$ cat src/rtl/cm_ahb_pkg.sv
// Shared AHB encodings and request-stage FSM state type.
package cm_ahb_pkg;

  localparam logic [1:0] HTRANS_IDLE   = 2'b00;
  localparam logic [1:0] HTRANS_BUSY   = 2'b01;
  localparam logic [1:0] HTRANS_NONSEQ = 2'b10;
  localparam logic [1:0] HTRANS_SEQ    = 2'b11;

  localparam logic HRESP_OKAY  = 1'b0;
  localparam logic HRESP_ERROR = 1'b1;

  typedef enum logic [1:0] {
    ST_IDLE = 2'd0,
    ST_PEND = 2'd1,
    ST_OWN  = 2'd2
  } req_state_e;

  // A replayed beat starts a fresh burst after arbitration, so SEQ must become NONSEQ.
  function automatic logic [1:0] fwd_trans(input logic [1:0] t);
    return (t == HTRANS_SEQ) ? HTRANS_NONSEQ : t;
  endfunction

endpackage

$ cat src/rtl/cm_ahb_addr_buf.sv
// One-entry AHB address-phase holding register; load wins over clear.
module cm_ahb_addr_buf
  import cm_ahb_pkg::*;
#(
  parameter int ADDR_WIDTH = 32
) (
  input  logic                  clk,
  input  logic                  rst_n,
  input  logic                  load_i,
  input  logic                  clear_i,
  input  logic [ADDR_WIDTH-1:0] haddr_i,
  input  logic [1:0]            htrans_i,
  input  logic                  hwrite_i,
  input  logic [2:0]            hsize_i,
  input  logic [2:0]            hburst_i,
  input  logic [3:0]            hprot_i,
  output logic                  valid_o,
  output logic [ADDR_WIDTH-1:0] haddr_o,
  output logic [1:0]            htrans_o,
  output logic                  hwrite_o,
  output logic [2:0]            hsize_o,
  output logic [2:0]            hburst_o,
  output logic [3:0]            hprot_o
);

  always_ff @(posedge clk or negedge rst_n) begin
    if (!rst_n) begin
      valid_o  <= 1'b0;
      haddr_o  <= '0;
      htrans_o <= HTRANS_IDLE;
      hwrite_o <= 1'b0;
      hsize_o  <= '0;
      hburst_o <= '0;
      hprot_o  <= '0;
    end else if (load_i) begin
      valid_o  <= 1'b1;
      haddr_o  <= haddr_i;
      htrans_o <= htrans_i;
      hwrite_o <= hwrite_i;
      hsize_o  <= hsize_i;
      hburst_o <= hburst_i;
      hprot_o  <= hprot_i;
    end else if (clear_i) begin
      valid_o  <= 1'b0;
    end
  end

endmodule

$ cat src/rtl/cm_ahb_req_stage.sv
// AHB master-side request stage: buffers one address phase until the slave-port arbiter grants.
//   state   | meaning
//   ST_IDLE | no ownership, buffer empty
//   ST_PEND | one phase buffered, requesting
//   ST_OWN  | port granted, master address phase passes straight through
module cm_ahb_req_stage
  import cm_ahb_pkg::*;
#(
  parameter int                   ADDR_WIDTH = 32,
  parameter int                   PRI_WIDTH  = 1,
  parameter logic [PRI_WIDTH-1:0] PRI_VALUE  = '0
) (
  input  logic                  clk,
  input  logic                  rst_n,
  input  logic                  hsel,
  input  logic [ADDR_WIDTH-1:0] haddr,
  input  logic [1:0]            htrans,
  input  logic                  hwrite,
  input  logic [2:0]            hsize,
  input  logic [2:0]            hburst,
  input  logic [3:0]            hprot,
  input  logic                  hready,
  output logic                  hreadyout,
  output logic                  hresp,
  output logic                  req,
  output logic [PRI_WIDTH-1:0]  pri,
  input  logic                  gnt,
  output logic [ADDR_WIDTH-1:0] m_haddr,
  output logic [1:0]            m_htrans,
  output logic                  m_hwrite,
  output logic [2:0]            m_hsize,
  output logic [2:0]            m_hburst,
  output logic [3:0]            m_hprot,
  input  logic                  m_hready,
  input  logic                  m_hresp
);

  req_state_e            state_q, state_d;
  logic                  dp_q, dp_d;
  logic [ADDR_WIDTH-1:0] m_haddr_q;
  logic                  m_hwrite_q;
  logic [2:0]            m_hsize_q, m_hburst_q;
  logic [3:0]            m_hprot_q;

  logic                  buf_load, buf_clear, b_valid, b_hwrite;
  logic [ADDR_WIDTH-1:0] b_haddr;
  logic [1:0]            b_htrans;
  logic [2:0]            b_hsize, b_hburst;
  logic [3:0]            b_hprot;

  logic addr_vld, mst_active;

  assign addr_vld   = hsel & htrans[1] & hready;
  assign mst_active = hsel & (htrans != HTRANS_IDLE);

  cm_ahb_addr_buf #(.ADDR_WIDTH(ADDR_WIDTH)) u_addr_buf (
    .clk      (clk),
    .rst_n    (rst_n),
    .load_i   (buf_load),
    .clear_i  (buf_clear),
    .haddr_i  (haddr),
    .htrans_i (htrans),
    .hwrite_i (hwrite),
    .hsize_i  (hsize),
    .hburst_i (hburst),
    .hprot_i  (hprot),
    .valid_o  (b_valid),
    .haddr_o  (b_haddr),
    .htrans_o (b_htrans),
    .hwrite_o (b_hwrite),
    .hsize_o  (b_hsize),
    .hburst_o (b_hburst),
    .hprot_o  (b_hprot)
  );

  always_comb begin
    state_d   = state_q;
    buf_load  = 1'b0;
    buf_clear = 1'b0;
    req       = 1'b0;
    m_htrans  = HTRANS_IDLE;
    m_haddr   = m_haddr_q;
    m_hwrite  = m_hwrite_q;
    m_hsize   = m_hsize_q;
    m_hburst  = m_hburst_q;
    m_hprot   = m_hprot_q;
    unique case (state_q)
      ST_IDLE: begin
        if (addr_vld) begin
          buf_load = 1'b1;
          state_d  = ST_PEND;
        end
      end
      ST_PEND: begin
        req = 1'b1;
        if (gnt) begin
          buf_clear = 1'b1;
          state_d   = ST_OWN;
          m_htrans  = fwd_trans(b_htrans);
          m_haddr   = b_haddr;
          m_hwrite  = b_hwrite;
          m_hsize   = b_hsize;
          m_hburst  = b_hburst;
          m_hprot   = b_hprot;
        end
      end
      ST_OWN: begin
        req      = mst_active | dp_q;
        m_htrans = hsel ? htrans : HTRANS_IDLE;
        m_haddr  = haddr;
        m_hwrite = hwrite;
        m_hsize  = hsize;
        m_hburst = hburst;
        m_hprot  = hprot;
        // Losing the grant while the master issues: park that phase for replay.
        if (!gnt && addr_vld) begin
          buf_load = 1'b1;
          state_d  = ST_PEND;
        end else if (gnt && !mst_active && !b_valid) begin
          state_d = ST_IDLE;
        end
      end
      default: state_d = ST_IDLE;
    endcase
  end

  assign dp_d      = m_hready ? (gnt & m_htrans[1]) : dp_q;
  assign hreadyout = dp_q ? m_hready : ~b_valid;
  assign hresp     = dp_q ? m_hresp : HRESP_OKAY;
  assign pri       = PRI_VALUE;

  always_ff @(posedge clk or negedge rst_n) begin
    if (!rst_n) begin
      state_q    <= ST_IDLE;
      dp_q       <= 1'b0;
      m_haddr_q  <= '0;
      m_hwrite_q <= 1'b0;
      m_hsize_q  <= '0;
      m_hburst_q <= '0;
      m_hprot_q  <= '0;
    end else begin
      state_q    <= state_d;
      dp_q       <= dp_d;
      m_haddr_q  <= m_haddr;
      m_hwrite_q <= m_hwrite;
      m_hsize_q  <= m_hsize;
      m_hburst_q <= m_hburst;
      m_hprot_q  <= m_hprot;
    end
  end

endmodule

$ cat config.mk
export PLATFORM = sky130hd
export DESIGN_NAME = cm_ahb_req_stage
export DESIGN_NICKNAME = d
export VERILOG_FILES = /design/src/rtl/cm_ahb_pkg.sv /design/src/rtl/cm_ahb_addr_buf.sv /design/src/rtl/cm_ahb_req_stage.sv
export SDC_FILE = /design/constraint.sdc
export NUM_CORES = 1
export LEC_CHECK = 0
export CORE_ASPECT_RATIO = 0.8
export CORE_MARGIN = 2
export CORE_UTILIZATION = 50
export CTS_CLUSTER_DIAMETER = 80
export DETAILED_ROUTE_END_ITERATION = 8
export PLACE_DENSITY = 0.82
export SYNTH_ARGS = -nofsm -noshare
export SYNTH_HDL_FRONTEND = slang
export SYNTH_SLANG_ARGS = --single-unit
$ cat constraint.sdc
create_clock -name clk -period 2.2 [get_ports clk]
set_clock_uncertainty 0.15 [all_clocks]
set_input_delay 0.22 -clock clk [delete_from_list [all_inputs] [get_ports clk]]
set_output_delay 0.22 -clock clk [all_outputs]
set_load 0.05 [all_outputs]
Word-level counts from Yosys, hierarchy flattened
Cells that the tools add are included.
W data, S select, Z words.
{"block": "totals", "input_bits": 52, "output_inout_bits": 49, "register_bits": 92}
{"block": "op_classes", "eq_ne": 6, "bitwise": 6, "muxes": 29, "n_reduce_logical": 10}
{"cell": "$pmux W32 S2", "n": 1}
{"cell": "$mux W32", "n": 1}
{"cell": "$mux W2", "n": 7}
{"cell": "$pmux W3 S2", "n": 2}
{"cell": "$mux W1", "n": 9}
{"cell": "$pmux W4 S2", "n": 1}
{"cell": "$mux W3", "n": 2}
{"cell": "$pmux W1 S2", "n": 3}
{"cell": "$pmux W2 S3", "n": 1}
{"cell": "$and A1 B1 Y1", "n": 4}
{"cell": "$eq A2 B2 Y1 const B", "n": 2}
{"cell": "$mux W4", "n": 1}
{"cell": "$ne A2 B2 Y1 const B", "n": 2}
{"cell": "$pmux W2 S2", "n": 1}
{"cell": "$reduce_bool A2 Y1", "n": 2}
{"cell": "$logic_and A1 B1 Y1", "n": 3}
{"cell": "$logic_not A1 Y1", "n": 3}
{"cell": "$ne A3 B3 Y1 const B", "n": 1}
{"cell": "$reduce_and A3 Y1", "n": 1}
{"cell": "$eq A2 B1 Y1 const B", "n": 1}
{"cell": "$logic_not A2 Y1", "n": 1}
{"cell": "$not A1 Y1", "n": 1}
{"cell": "$or A1 B1 Y1", "n": 1}

Depth between registers and ports, before layout
Gate-level depths: netlist of the first run.
{"block": "logic_depth", "ltp_word": 8, "mapped_depth": 8}

Cells and area by module
From an unflattened synthesis of the first run, not the netlist that was laid out.
{"block": "hier_totals", "cells_unflattened": 418, "hier_area_um2": 4585.6}
{"mod": "cm_ahb_req_stage", "n_inst": 1, "area_each_um2": 2678.8, "cells_each": 320, "seq_area_each_um2": 1151.1}
{"mod": "cm_ahb_addr_buf", "n_inst": 1, "area_each_um2": 1906.8, "cells_each": 98, "seq_area_each_um2": 1151.1}

Least setup slack after synthesis of the first run
Ideal clock, no wire load.
{"block": "synth_path", "path_kind": "reg2out", "start": "reg state_q[1]", "end": "out m_htrans[0]", "t_required_ns": 1.830, "path_slack_ns": -0.597, "path_stages_with_launch": 7, "t_arrival_ns": 2.427, "n_path_buf": 2, "path_cell_list": "dfrtp_1 > inv_1 > ha_1 > clkbuf_1 > clkbuf_1 > nand4b_1 > a21boi_0"}
{"block": "synth_between", "elab_chain_len": 2, "elab_cells_between_ends": 3, "classes_between": "2 x eq/ne; 1 x mux"}
{"item": "start, declared", "line_no": "cm_ahb_req_stage.sv:38", "text": "req_state_e state_q, state_d;"}
{"item": "start signal, assigned", "line_no": "cm_ahb_req_stage.sv:142", "text": "state_q <= state_d;"}
{"item": "$eq A2 B2 Y1 or $eq A2 B1 Y1 (tied branches)", "line_no": "cm_ahb_req_stage.sv:87", "text": "unique case (state_q)"}
{"item": "$pmux W2 S2 *", "line_no": "cm_ahb_req_stage.sv:87"}
{"item": "end, declared", "line_no": "cm_ahb_req_stage.sv:29", "text": "output logic [1:0] m_htrans,"}
Every way passes the cells marked *; elsewhere a longest branch is shown, timed or not.

Worst setup path in the final report of the first run
{"block": "layout_path", "start": "reg state_q[1]", "end": "out m_haddr[16]"}
{"block": "layout_between", "elab_chain_len": 2, "elab_cells_between_ends": 3, "classes_between": "2 x eq/ne; 1 x mux"}
{"item": "$eq A2 B2 Y1 or $eq A2 B1 Y1 (tied branches)", "line_no": "cm_ahb_req_stage.sv:87"}
{"item": "$pmux W32 S2 *", "line_no": "cm_ahb_req_stage.sv:87"}
{"item": "end, declared", "line_no": "cm_ahb_req_stage.sv:28", "text": "output logic [ADDR_WIDTH-1:0] m_haddr,"}
Marked as above.

==> impl_metrics.csv, run 1 <==
group,metric,value,unit
synthesis,syn-instance-count,420,
run_status,violations,"negative setup slack",
final_layout,final_cell_mix,"92 x dfrtp_1, 51 x buf_12, 49 x clkdlybuf4s50_1, 44 x inv_1, 43 x nor2_1",
worst_setup_path,regToRegStartpoint,"state_q[1]",
placed_design,port_buffers,99,
final_layout,fin_nets,600,
timing,fin_crit_sh,117,%
routing,final_antenna_net_count,0,
placed_design,hpwlAfterDp,7.41,mm
timing,fin_worst_hold_slack,0.234,ns
global_route,grt.overflow.total,0,
routing,drt-total-wl,12.6,mm
timing,finalMaxSlewViolations,0,
timing,hold_viol,0,
pwr,power,0.0115,W
clock_network,cts_max_path_buffers,2,
worst_setup_path,worstSetupStartpointType,"flop",
timing,setup_violations,43,
min_path,min_path_type,"primary input to asynchronous set/reset pin",
floorplan,rows,30,
synthesis,syn_avg_cell_area,10.3,um2
worst_setup_path,arrival,2.19,ns
routing,wl_per_cell,19.1,um
timing,worst_pin_slew,0.530,ns
run_status,outcome,"finished, violations left",
global_route,grt_pass1_vias,3878,
clock_network,cts_root_buf,"clkbuf_8",
worst_setup_path,crit_type,"flop to output port",
synthesis,synth_area_leaders,"dfrtp_1 53%, a221o_1 9.7%, mux2_2 8.0%",
synthesis,ys_ff_latch,92,
pwr,leakage,2.97,nW
global_route,grt_max_degree,53,
placed_design,place_congestion,0.794,
worst_setup_path,path_buf_inv,3,
final_layout,fin_area,6700,um2
global_route,grt_usage,27.1,%
clock_network,cts.sinks,92,
timing,maxSlewHeadroom,64.6,%
synthesis,synth_area,4340,um2
worst_setup_path,worst-path-max-fanout,7,
timing,rsz0062_at_grt,"yes",
synthesis,synth_top_area_share,53.1,%
placed_design,dp_slack,-0.0374,ns
floorplan,die_area,9440,um2
synthesis,synth_cell_types,29,
worst_setup_path,worstPathRequired,1.83,ns
final_layout,post-route-util,79.3,%
global_route,antenna_found_initial,0,
timing,post-route-worst-setup-slack,-0.363,ns
floorplan,die_x,108,um
final_layout,drive_gt1_share,30.6,%
clock_network,clk_pin_slew,0.08,ns
floorplan,coreArea,8450,um2
synthesis,ys_seq_area_share,53.1,%
clock_network,cts_buffers,9,
synthesis,synth_area_leader_cell,"dfrtp_1",
routing,num_vias,3713,
global_route,grt_first_pass_wirelength,19.6,mm
clock_network,cts_max_level,3,
worst_setup_path,cp-startpoint,"state_q[1]",
synthesis,syn_nets,476,
timing,fmax,0.390,GHz
pwr,power_density,1710,nW/um2
floorplan,initial_core_util,51.4,%
flow_run,drv_cap,0,
worst_setup_path,cp-end-kind,"output port",
pwr,vdd_ir_drop_max,1130,uV
final_layout,syn_to_final_growth,54.4,%
routing,drc,0,
routing,viasPerCell,5.62,
final_layout,mostFrequentLayoutCell,"dfrtp_1",
placed_design,placed_area,5990,um2
routing,drt_pre_antenna_iters,5,
floorplan,die_h,87.3,um
clock_network,worstSkewPairLatency,0.36,ns
synthesis,yosys_warnings,0,
routing,drtIter0Drc,189,
floorplan,ios,101,
worst_setup_path,crit_chain,"inv_2, ha_4, and2_4, clkbuf_16, nand2_1, o21ai_0, a221o_1, buf_12",
worst_setup_path,max_stage_delay,0.42,ns
timing,fin_crit,2.56,ns
final_layout,diodes,0,
worst_setup_path,cpMaxStageDelayCell,"dfrtp_1",
worst_setup_path,cp_top_family,"compound AO/OA/AOI/OAI gates",
clock_network,cts_tree,"built",
-- where the power goes --
| group | internal, W | leakage [nW] | switching, W |
|---|---|---|---|
| Combinational | 0.00360 | 1.71 | 0.00404 |
| Clock | 0.000561 | 0.0999 | 0.000598 |
| Sequential | 0.00236 | 1.16 | 0.000331 |
-- layout make-up --
cell class	count	area, um2
clock inverter	5	60.1
clock buffer	11	141
inverter	46	173
timing repair buffer	143	2020
sequential	92	2300
multi-input combinational	252	1860
tap	112	140
fill	485	1750
-- Yosys cell counts, drive strengths merged --
master,number
buf,11
nand2b,1
mux2,45
a32o,1
nor2,43
a21oi,1
nor3b,1
a22o,1
nand3,5
nor2b,1
nand4b,1
mux2i,1
o21a,1
and2,3
nand2,47
conb,1
and3,1
clkbuf,19
inv,46
a21boi,3
ha,4
o21ai,48
dfrtp,92
o221ai,1
a221o,42
-- routing by layer --
layer,wire (um),share of wire [%],up-vias,GRT usage (%)
met5,0,0,-,0
met4,182,1.4,0,6.99
met3,803,6.4,22,5.83
met2,6210,49,163,44.1
met1,5440,43,1834,37.3
li1,-,-,1694,-
-- cells by family (layout without fill, tap and decap cells) --
logic type | Yosys count | in the layout | synth area share (%)
flip-flops | 92 | 92 | 53.1
AO/OA/AOI/OAI | 98 | 98 | 16.9
adder cells (fa/ha/maj) | 4 | 4 | 1.15
AND/OR/NAND/NOR | 103 | 103 | 9.66
other | 1 | 1 | 0.0864
multiplexers | 46 | 46 | 11.9
buffers and inverters | 76 | 205 | 7.18
-- state kept, by name, indices dropped and copies added (netlist names), 3 cells and up --
register and flops:
m_haddr_q 32, u_addr_buf.haddr_o 32, m_hprot_q 4, u_addr_buf.hprot_o 4, m_hburst_q 3, m_hsize_q 3
u_addr_buf.hburst_o 3, u_addr_buf.hsize_o 3
-- through the flow --
step	TNS, ns	instances
after floorplan	0	420
after global placement	0	620
after detailed placement	-0.0926	620
after CTS	-11.67	656
after global routing	-16.00	661
final	-13.43	661
-- final timing paths --
kind	end	slack, ns	cells after the start
worst max-delay path	m_haddr[16]	-0.36	8
worst min-delay path	m_hsize_q[1]	0.23	2
worst max register to register	u_addr_buf.htrans_o[0]	0.06	7
worst min register to register	u_addr_buf.hprot_o[1]	0.35	1
max in group asynchronous	m_haddr_q[0]	0.91	3
min in group clk	dp_q	0.25	4
-- timing repair --
item / 4_1_cts / 5_1_grt
resized for setup: 29 / 30
cloned: 6 / 2
hold buffers: 1 / 0
endpoints found under the setup margin: 46 / 46
buffers inserted: 14 / 3
pin swaps: 42 / 18
hold endpoints to repair: 40 / 0
No activity file was read; power rests on OpenSTA's default activity.
==> run 2, diff against run 1 <==
Settings changed: ABC_AREA set to 0.
==> results of run 2 <==
No change in the layout: final DEF, timing and power equal those of run 1.
